--- src/rtl/synch_fifo_pkg.sv ---
// synch_fifo_pkg: shared defaults and pointer helpers for the thresholded FIFO
package synch_fifo_pkg;
  localparam int DEF_DATA_WIDTH = 8;
  localparam int DEF_FIFO_DEPTH = 16;
  function automatic int ptr_width(input int depth);
    return (depth > 1) ? $clog2(depth) : 1;
  endfunction
  // explicit wrap so non-power-of-two depths work
  function automatic int unsigned ptr_inc(input int unsigned ptr, input int unsigned depth);
    return (ptr == depth - 1) ? 0 : ptr + 1;
  endfunction
endpackage

--- src/rtl/synch_fifo_thresh_if.sv ---
// synch_fifo_thresh_if: producer/consumer bus of the FIFO; master = user side, slave = FIFO side
interface synch_fifo_thresh_if import synch_fifo_pkg::*; #(
  parameter int DATA_WIDTH = DEF_DATA_WIDTH,
  parameter int FIFO_DEPTH = DEF_FIFO_DEPTH
);
  localparam int CW = ptr_width(FIFO_DEPTH) + 1;
  logic                  wr_en;
  logic [DATA_WIDTH-1:0] data_in;
  logic                  rd_en;
  logic [DATA_WIDTH-1:0] data_out;
  logic                  data_valid;
  logic [CW-1:0]         fifo_counter;
  logic                  fifo_empty;
  logic                  fifo_full;
  logic                  almost_empty;
  logic                  almost_full;
  logic                  overflow;
  logic                  underflow;
  modport master (
    output wr_en, data_in, rd_en,
    input  data_out, data_valid, fifo_counter, fifo_empty, fifo_full,
           almost_empty, almost_full, overflow, underflow
  );
  modport slave (
    input  wr_en, data_in, rd_en,
    output data_out, data_valid, fifo_counter, fifo_empty, fifo_full,
           almost_empty, almost_full, overflow, underflow
  );
endinterface

--- src/rtl/synch_fifo_ram.sv ---
// synch_fifo_ram: 1W/1R storage; registered read, or combinational read when SYNCH_FIFO_FWFT_EN is defined
module synch_fifo_ram #(
  parameter int DATA_WIDTH = 8,
  parameter int FIFO_DEPTH = 16,
  parameter int AW         = 4
) (
  input  logic                  clk,
  input  logic                  rst,
  input  logic                  we,
  input  logic [AW-1:0]         waddr,
  input  logic [DATA_WIDTH-1:0] wdata,
  input  logic                  re,
  input  logic [AW-1:0]         raddr,
  output logic [DATA_WIDTH-1:0] rdata
);
  logic [DATA_WIDTH-1:0] mem [FIFO_DEPTH];
  always_ff @(posedge clk) begin
    if (we) mem[waddr] <= wdata;
  end
`ifdef SYNCH_FIFO_FWFT_EN
  logic unused_ok;
  assign unused_ok = rst ^ re;
  assign rdata = mem[raddr];
`else
  logic [DATA_WIDTH-1:0] rdata_d, rdata_q;
  always_comb rdata_d = re ? mem[raddr] : rdata_q;
  always_ff @(posedge clk or posedge rst) begin
    if (rst) rdata_q <= '0;
    else     rdata_q <= rdata_d;
  end
  assign rdata = rdata_q;
`endif
endmodule

--- src/rtl/synch_fifo_thresh.sv ---
// synch_fifo_thresh: any-depth single-clock FIFO with threshold flags and error pulses;
// define SYNCH_FIFO_FWFT_EN for first-word-fall-through output.
module synch_fifo_thresh import synch_fifo_pkg::*; #(
  parameter int DATA_WIDTH = DEF_DATA_WIDTH,
  parameter int FIFO_DEPTH = DEF_FIFO_DEPTH,
  parameter int AF_THRESH  = FIFO_DEPTH - 2,
  parameter int AE_THRESH  = 2
) (
  input logic clk,
  input logic rst,
  synch_fifo_thresh_if.slave bus
);
  localparam int PTR_SIZE = ptr_width(FIFO_DEPTH);
  localparam int CW       = PTR_SIZE + 1;
  logic [PTR_SIZE-1:0]   wr_ptr_d, wr_ptr_q, rd_ptr_d, rd_ptr_q;
  logic [CW-1:0]         count_d, count_q;
  logic                  empty_d, empty_q, full_d, full_q;
  logic                  ae_d, ae_q, af_d, af_q;
  logic                  ovf_d, ovf_q, udf_d, udf_q;
  logic                  valid_d, valid_q;
  logic                  wr_ok, rd_ok;
  logic [DATA_WIDTH-1:0] ram_rdata;
  always_comb begin
    rd_ok    = bus.rd_en && !empty_q;
    wr_ok    = bus.wr_en && (!full_q || rd_ok);
    wr_ptr_d = wr_ok ? PTR_SIZE'(ptr_inc(32'(wr_ptr_q), FIFO_DEPTH)) : wr_ptr_q;
    rd_ptr_d = rd_ok ? PTR_SIZE'(ptr_inc(32'(rd_ptr_q), FIFO_DEPTH)) : rd_ptr_q;
    count_d  = (wr_ok && !rd_ok) ? count_q + 1'b1 :
               (rd_ok && !wr_ok) ? count_q - 1'b1 : count_q;
    empty_d  = count_d == '0;
    full_d   = count_d == CW'(FIFO_DEPTH);
    ae_d     = count_d <= CW'(AE_THRESH);
    af_d     = count_d >= CW'(AF_THRESH);
    ovf_d    = bus.wr_en && full_q && !rd_ok;
    udf_d    = bus.rd_en && empty_q;
`ifdef SYNCH_FIFO_FWFT_EN
    valid_d  = !empty_d;
`else
    valid_d  = rd_ok;
`endif
  end
  always_ff @(posedge clk or posedge rst) begin
    if (rst) begin
      wr_ptr_q <= '0;
      rd_ptr_q <= '0;
      count_q  <= '0;
      empty_q  <= 1'b1;
      full_q   <= 1'b0;
      ae_q     <= 1'b1;
      af_q     <= 1'b0;
      ovf_q    <= 1'b0;
      udf_q    <= 1'b0;
      valid_q  <= 1'b0;
    end else begin
      wr_ptr_q <= wr_ptr_d;
      rd_ptr_q <= rd_ptr_d;
      count_q  <= count_d;
      empty_q  <= empty_d;
      full_q   <= full_d;
      ae_q     <= ae_d;
      af_q     <= af_d;
      ovf_q    <= ovf_d;
      udf_q    <= udf_d;
      valid_q  <= valid_d;
    end
  end
  synch_fifo_ram #(
    .DATA_WIDTH(DATA_WIDTH),
    .FIFO_DEPTH(FIFO_DEPTH),
    .AW        (PTR_SIZE)
  ) u_ram (
    .clk  (clk),
    .rst  (rst),
    .we   (wr_ok),
    .waddr(wr_ptr_q),
    .wdata(bus.data_in),
    .re   (rd_ok),
    .raddr(rd_ptr_q),
    .rdata(ram_rdata)
  );
  assign bus.fifo_counter = count_q;
  assign bus.fifo_empty   = empty_q;
  assign bus.fifo_full    = full_q;
  assign bus.almost_empty = ae_q;
  assign bus.almost_full  = af_q;
  assign bus.overflow     = ovf_q;
  assign bus.underflow    = udf_q;
  assign bus.data_valid   = valid_q;
`ifdef SYNCH_FIFO_FWFT_EN
  // head word is only meaningful while the FIFO holds data
  assign bus.data_out = valid_q ? ram_rdata : '0;
`else
  assign bus.data_out = ram_rdata;
`endif
endmodule

--- src/flat_wrapper.sv ---
// flat-port wrapper written by rule: the top's interface ports become plain ports
module synch_fifo_thresh_flat import synch_fifo_pkg::*;
#(
  parameter int DATA_WIDTH = DEF_DATA_WIDTH,
  parameter int FIFO_DEPTH = DEF_FIFO_DEPTH,
  parameter int AF_THRESH  = FIFO_DEPTH - 2,
  parameter int AE_THRESH  = 2
)
  (clk, rst, bus_wr_en, bus_data_in, bus_rd_en, bus_data_out, bus_data_valid, bus_fifo_counter, bus_fifo_empty, bus_fifo_full, bus_almost_empty, bus_almost_full, bus_overflow, bus_underflow);
  synch_fifo_thresh_if #(.DATA_WIDTH(DATA_WIDTH), .FIFO_DEPTH(FIFO_DEPTH)) bus_i ();
  input logic clk;
  input logic rst;
  input wire logic [$bits(bus_i.wr_en)-1:0] bus_wr_en;
  input wire logic [$bits(bus_i.data_in)-1:0] bus_data_in;
  input wire logic [$bits(bus_i.rd_en)-1:0] bus_rd_en;
  output wire logic [$bits(bus_i.data_out)-1:0] bus_data_out;
  output wire logic [$bits(bus_i.data_valid)-1:0] bus_data_valid;
  output wire logic [$bits(bus_i.fifo_counter)-1:0] bus_fifo_counter;
  output wire logic [$bits(bus_i.fifo_empty)-1:0] bus_fifo_empty;
  output wire logic [$bits(bus_i.fifo_full)-1:0] bus_fifo_full;
  output wire logic [$bits(bus_i.almost_empty)-1:0] bus_almost_empty;
  output wire logic [$bits(bus_i.almost_full)-1:0] bus_almost_full;
  output wire logic [$bits(bus_i.overflow)-1:0] bus_overflow;
  output wire logic [$bits(bus_i.underflow)-1:0] bus_underflow;
  assign bus_i.wr_en = bus_wr_en;
  assign bus_i.data_in = bus_data_in;
  assign bus_i.rd_en = bus_rd_en;
  assign bus_data_out = bus_i.data_out;
  assign bus_data_valid = bus_i.data_valid;
  assign bus_fifo_counter = bus_i.fifo_counter;
  assign bus_fifo_empty = bus_i.fifo_empty;
  assign bus_fifo_full = bus_i.fifo_full;
  assign bus_almost_empty = bus_i.almost_empty;
  assign bus_almost_full = bus_i.almost_full;
  assign bus_overflow = bus_i.overflow;
  assign bus_underflow = bus_i.underflow;
  synch_fifo_thresh #(.DATA_WIDTH(DATA_WIDTH), .FIFO_DEPTH(FIFO_DEPTH), .AF_THRESH(AF_THRESH), .AE_THRESH(AE_THRESH)) u_core (.clk(clk), .rst(rst), .bus(bus_i));
endmodule
--- config.mk ---
export PLATFORM = sky130hd
export DESIGN_NAME = synch_fifo_thresh_flat
export DESIGN_NICKNAME = d
export VERILOG_FILES = /design/src/rtl/synch_fifo_pkg.sv /design/src/rtl/synch_fifo_thresh_if.sv /design/src/rtl/synch_fifo_ram.sv /design/src/rtl/synch_fifo_thresh.sv /design/src/flat_wrapper.sv
export SDC_FILE = /design/constraint.sdc
export NUM_CORES = 1
export LEC_CHECK = 0
export BUFFER_PORTS_ARGS = -buffer_cell sky130_fd_sc_hd__buf_2
export CAP_MARGIN = 5
export CELL_PAD_IN_SITES_DETAIL_PLACEMENT = 0
export CELL_PAD_IN_SITES_GLOBAL_PLACEMENT = 1
export CORE_ASPECT_RATIO = 1.1
export CORE_MARGIN = 3
export CORE_UTILIZATION = 51
export CTS_CLUSTER_DIAMETER = 100
export DETAILED_ROUTE_END_ITERATION = 8
export PLACE_DENSITY_LB_ADDON = 0.1
export SKIP_CTS_REPAIR_TIMING = 1
export SLEW_MARGIN = 20
export SYNTH_ARGS = -nofsm -noshare
export SYNTH_HDL_FRONTEND = slang
export SYNTH_SLANG_ARGS = --single-unit
--- constraint.sdc ---
create_clock -name clk -period 2.9 [get_ports clk]
set_clock_uncertainty 0.1 [all_clocks]
set_input_delay 0.29 -clock clk [delete_from_list [all_inputs] [get_ports clk]]
set_output_delay 0.29 -clock clk [all_outputs]
set_load 0.02 [all_outputs]
==> Word level (Yosys, flattened, before mapping) <==
Memory sizes are Yosys's and may differ from the RTL's. A register that Yosys moved wholly into a read port is not among the register bits.
Index checks and enable logic that the tools add are counted.
{ "word_totals": {"regBits": 20, "mem_bits_rw": 128, "inputBits": 12, "out_inout_bits": 20, "n_memories": 1} }
{ "mem_list": {"columns": ["name", "words", "width", "read_ports", "rd_ports_with_merged_regs", "wr", "line_no", "source"], "rows": [
  ["u_core.u_ram.mem", 16, 8, 1, 1, 1, "synch_fifo_ram.sv:16", "logic [DATA_WIDTH-1:0] mem [FIFO_DEPTH];"]
]} }
{ "classes": {"addsub": 4, "magnitude_cmp": 2, "n_eq_ne": 3, "n_mux": 6, "n_reduce_logical": 13} }
{ "op_table": {"columns": ["cell", "count"], "rows": [
  ["2-to-1 mux 5 bit", 2],
  ["adder 4 x 1 -> 4 bit (second input constant)", 2],
  ["== test 4 bit (second input constant)", 2],
  ["2-to-1 mux 4 bit", 2],
  ["logical AND 1 bit", 7],
  ["adder 5 x 1 -> 5 bit (second input constant)", 1],
  ["== test 5 bit (second input constant)", 1],
  [">= comparator 5 x 4 -> 1 bit (second input constant)", 1],
  ["<= comparator 5 x 2 -> 1 bit (second input constant)", 1],
  ["zero test 5 bit", 1],
  ["subtractor 5 x 1 -> 5 bit (second input constant)", 1],
  ["zero test 1 bit", 4],
  ["2-to-1 mux 1 bit", 2],
  ["logical OR 1 bit", 1]
]} }

==> Depth between registers and ports, before layout <==
{ "depth": {"word_depth": 9, "depth_mapped": 7, "depth_no_buf": 7} }

==> Modules after synthesis <==
Synthesis repeated with hierarchy kept, for this count alone.
{ "unflattened": {"cells_unflattened": 326, "area_unflattened_um2": 6352.3} }
{ "by_module_without_submodules": {"columns": ["mod", "n_inst", "cells_per_inst", "area_per_inst_um2", "seq_area_each_um2"], "rows": [
  ["synch_fifo_ram", 1, 241, 5335.1, 4043.9],
  ["synch_fifo_thresh", 1, 85, 1017.2, 503.0]
]} }

==> Least setup slack after synthesis <==
Ideal clock, no wire load.
{ "synth_path": {"kind": "register to register", "from": "register u_core.empty_q, in the netlist u_core.bus.fifo_empty", "to": "memory u_core.u_ram.mem[3][0], enable pin", "setup_time_ns": 0.383, "arrival_ns": 1.771, "path_slack_ns": 0.645, "stages_incl_launch_ff": 6, "path_buffers": 1, "synth_period_minus_slack_ns": 2.255, "cell_sequence": "dfstp_2 -> nand2b_1 -> buf_6 -> a21boi_2 -> nand2_1 -> nor3_1"} }
{ "synth_via": {"elab_chain_len": 6} }
{ "synth_rtl": {"columns": ["item", "line_no", "source"], "rows": [
  ["from (decl)", "synch_fifo_thresh.sv:17", "logic empty_d, empty_q, full_d, full_q;"],
  ["from (signal assigned)", "synch_fifo_thresh.sv:58", "empty_q <= empty_d;"],
  ["zero test 1 bit", "synch_fifo_thresh.sv:24", "rd_ok = bus.rd_en && !empty_q;"],
  ["logical AND 1 bit", "synch_fifo_thresh.sv:24", null],
  ["logical OR 1 bit", "synch_fifo_thresh.sv:25", "wr_ok = bus.wr_en && (!full_q || rd_ok);"],
  ["logical AND 1 bit", "synch_fifo_thresh.sv:25", null],
  ["2-to-1 mux 1 bit", "synch_fifo_ram.sv:18", "if (we) mem[waddr] <= wdata;"],
  ["2-to-1 mux 1 bit (not written as such)", "synch_fifo_ram.sv:18", null],
  ["to (decl)", "synch_fifo_ram.sv:16", null]
]} }
No other way between the ends.

==> Worst setup path in the final report <==
Same ends and word-level chain as after synthesis.

==> results.ini <==
[run_status]
status = finished, final reports clean

[synthesis]
postSynthCellCount = 417
seq_area_frac_synth_pct = 71.9
syn-cell-area_um2 = 6320
synth_nets = 436
ys_types = 46
synth-seq-cells = 156
ys_warn_count = 0
synth_area_per_cell_um2 = 15.2

[die]
start_util_pct = 52.3
core_um2 = 12100
chipWidth_um = 112
rows = 42
io_pins = 32
die_h_um = 123
dieArea_um2 = 13800

[cells_and_area]
fin_area_um2 = 7340
fin_nets = 496
final_layout_size_suffix_gt1_share_pct = 20.8
synthToLayoutAreaGrowth_pct = 16.1
fin_cells = 644
post-route-util_pct = 60.7
num_antenna_cells = 0

[clock_tree]
cts-root-buf = clkbuf_16
cts_tree = yes
ctsLongestPathBuffers = 2
clk_latency_ns = 0.42
clkSinkCount = 156
cts_buffers = 17
htreeDepth = 4
clk_transition_reported_paths_ns = 0.06

[job]
maxCapViolCount = 0

[routing]
via_per_inst = 5.64
final_antenna_net_count = 0
drc = 0
wire_per_inst_um = 21.0
routed_wirelength_um = 13500
drt_pass1_iterations = 4
drtIter0Drc = 205
vias = 3632

[grt]
grt_pass1_vias = 3603
grt_usage_pct = 20.7
grt_overflow = 0
grt_pass1_wl_um = 20700
antenna_found_initial = 0
grt_max_degree = 39

[sta]
grt_setup_unrepaired = no
fmax_mhz = 459
relSlewSlack_pct = 47.6
worstMarginPinSlew_ns = 0.785
hold_viol = 0
setup_slack_ns = 0.720
hold_ws_ns = 0.0333
setup_viol = 0
period_share_pct = 75.2
fin_tns_setup_ns = 0
drv_slew = 0
min_period_ns = 2.18

[setup_path]
cp_data_required_time_ns = 2.93
cp-end-kind = flop
path_class = flop to flop
crit_path_max_fanout = 10
critPathLaunchType = flop
cp.arrival_ns = 2.21

[placement]
hpwl_um = 9000
place_area_um2 = 6790
place_congestion = 0.776
portBuffers = 31
place_ws_ns = 0.732
dp_cells = 611

[pwr]
internal_power_mw = 4.74
clock_power_share_pct = 27.7
combinationalPowerShare_pct = 28.7
vdd_drop_max_uv = 546
p_leak_nw = 2.72
p_sw_share_pct = 33.6
seqPwrFrac_pct = 43.6
power_density_nw_per_um2 = 971
p_switching_mw = 2.39
power.total_mw = 7.13

[hold_path]
hold_class = primary input to flop

## cell type report
| class | instances | area [µm²] |
|---|---|---|
| Clock inverter | 11 | 67.6 |
| Sequential cell | 156 | 4550 |
| Multi-Input combinational cell | 236 | 1660 |
| Inverter | 6 | 27.5 |
| Fill cell | 955 | 4750 |
| Tap cell | 154 | 193 |
| Clock buffer | 21 | 470 |
| Timing Repair Buffer | 60 | 375 |
## routing by layer
metal  share of wire (%)  vias up  global-route usage [%]
met1                  43     1843                    26.3
met5                   0        -                       0
met4                 1.3        0                    5.41
li1                    -     1705                       -
met3                 3.8       13                    5.37
met2                  52       71                    35.7
## Yosys cell counts, drive strengths merged
| library cell | number | share of area [%] |
|---|---|---|
| or3 | 1 | 0.099 |
| mux2i | 54 | 8.5 |
| a221o | 2 | 0.32 |
| a311oi | 1 | 0.14 |
| and3 | 1 | 0.099 |
| a21boi | 1 | 0.18 |
| and2 | 1 | 0.099 |
| a41oi | 1 | 0.14 |
| a211oi | 13 | 1.5 |
| a2111oi | 1 | 0.24 |
| clkbuf | 9 | 0.53 |
| or4 | 1 | 0.12 |
| o21bai | 1 | 0.12 |
| dfstp | 2 | 0.83 |
| nor3b | 2 | 0.32 |
| xnor2 | 5 | 0.81 |
| a31oi | 7 | 0.69 |
| nand3 | 17 | 1.3 |
| edfxtp | 128 | 61 |
| nor3 | 9 | 0.71 |
| a21oi | 7 | 0.55 |
| nand2 | 40 | 2.4 |
| nor4b | 1 | 0.24 |
| xor2 | 1 | 0.14 |
| nor4bb | 1 | 0.16 |
| mux2 | 2 | 0.36 |
| o21ai | 6 | 0.47 |
| dfrtp | 26 | 10 |
| ha | 7 | 1.4 |
| nor2 | 16 | 0.95 |
| buf | 10 | 0.95 |
| a22o | 3 | 0.42 |
| a21o | 2 | 0.24 |
| a22oi | 8 | 0.95 |
| nand2b | 4 | 0.40 |
| nand4 | 7 | 0.69 |
| inv | 6 | 0.44 |
| a31o | 2 | 0.28 |
| nor2b | 11 | 1.1 |
## kinds of logic after synthesis
family | synth area share (%)
flip-flops | 71.9
AND/OR/NAND/NOR | 8.68
multiplexers | 8.90
AO/OA/AOI/OAI | 6.27
buffers and inverters | 1.92
adder cells (fa/ha/maj) | 1.38
XOR/XNOR | 0.950
## registers in the layout, summed over array words and instances, names as in the netlist, 4 cells and up
register and flops:
u_core.u_ram.rdata 8, u_core.wr_ptr_q 4, u_core.u_ram.mem 128, u_core.rd_ptr_q 4, u_core.bus.fifo_counter 5
## critical path, stage by stage, from the launching register on
cell and delay (ns):
dfstp_2 0.38, nand2b_1 0.30, a21boi_2 0.46, nand2_1 0.26, nor3_1 0.19, buf_4 0.20
## layout by cell type, fill, tap and decap left out, drive strengths merged, types with 2 or more instances in the layout
| cell | count |
|---|---|
| dfstp | 2 |
| a211oi | 13 |
| clkinvlp | 2 |
| mux2i | 54 |
| nand3 | 17 |
| inv | 7 |
| a22o | 3 |
| mux2 | 2 |
| a31o | 2 |
| a221o | 2 |
| a22oi | 8 |
| nor3 | 9 |
| dfrtp | 26 |
| nand2 | 40 |
| nand2b | 4 |
| edfxtp | 128 |
| nand4 | 7 |
| a31oi | 7 |
| nor2b | 11 |
| buf | 59 |
| ha | 7 |
| nor2 | 16 |
| clkbuf | 21 |
| a21oi | 7 |
| nor3b | 2 |
| o21ai | 6 |
| clkinv | 8 |
| a21o | 2 |
| xnor2 | 5 |
## final timing paths
| kind | startpoint | to | slack (ns) | depth (start not counted) |
|---|---|---|---|---|
| max reg2reg | u_core.bus.fifo_empty | u_core.u_ram.mem[3][0] | 0.72 | 5 |
| min | bus_rd_en | u_core.bus.underflow | 0.03 | 2 |
| max in group asynchronous | rst | u_core.u_ram.rdata[6] | 1.55 | 4 |
| min in group asynchronous | rst | u_core.wr_ptr_q[3] | 0.48 | 3 |
| max | u_core.bus.fifo_empty | u_core.u_ram.mem[3][0] | 0.72 | 5 |
| min reg2reg | u_core.u_ram.rdata[0] | u_core.u_ram.rdata[0] | 0.38 | 2 |
## power by group through the flow
| stage | logic, mW | clock network, mW | registers [mW] |
|---|---|---|---|
| 3_5_place_dp | 2.06 | 0 | 3.15 |
| 5_1_grt | 2.23 | 2.11 | 3.15 |
| 3_3_place_gp | 2.03 | 0 | 3.14 |
| 6_report | 2.04 | 1.97 | 3.11 |
| 2_1_floorplan | 1.40 | 0 | 3.10 |
| 4_1_cts | 2.07 | 2.01 | 3.11 |
(Power assumes the default switching activity.)
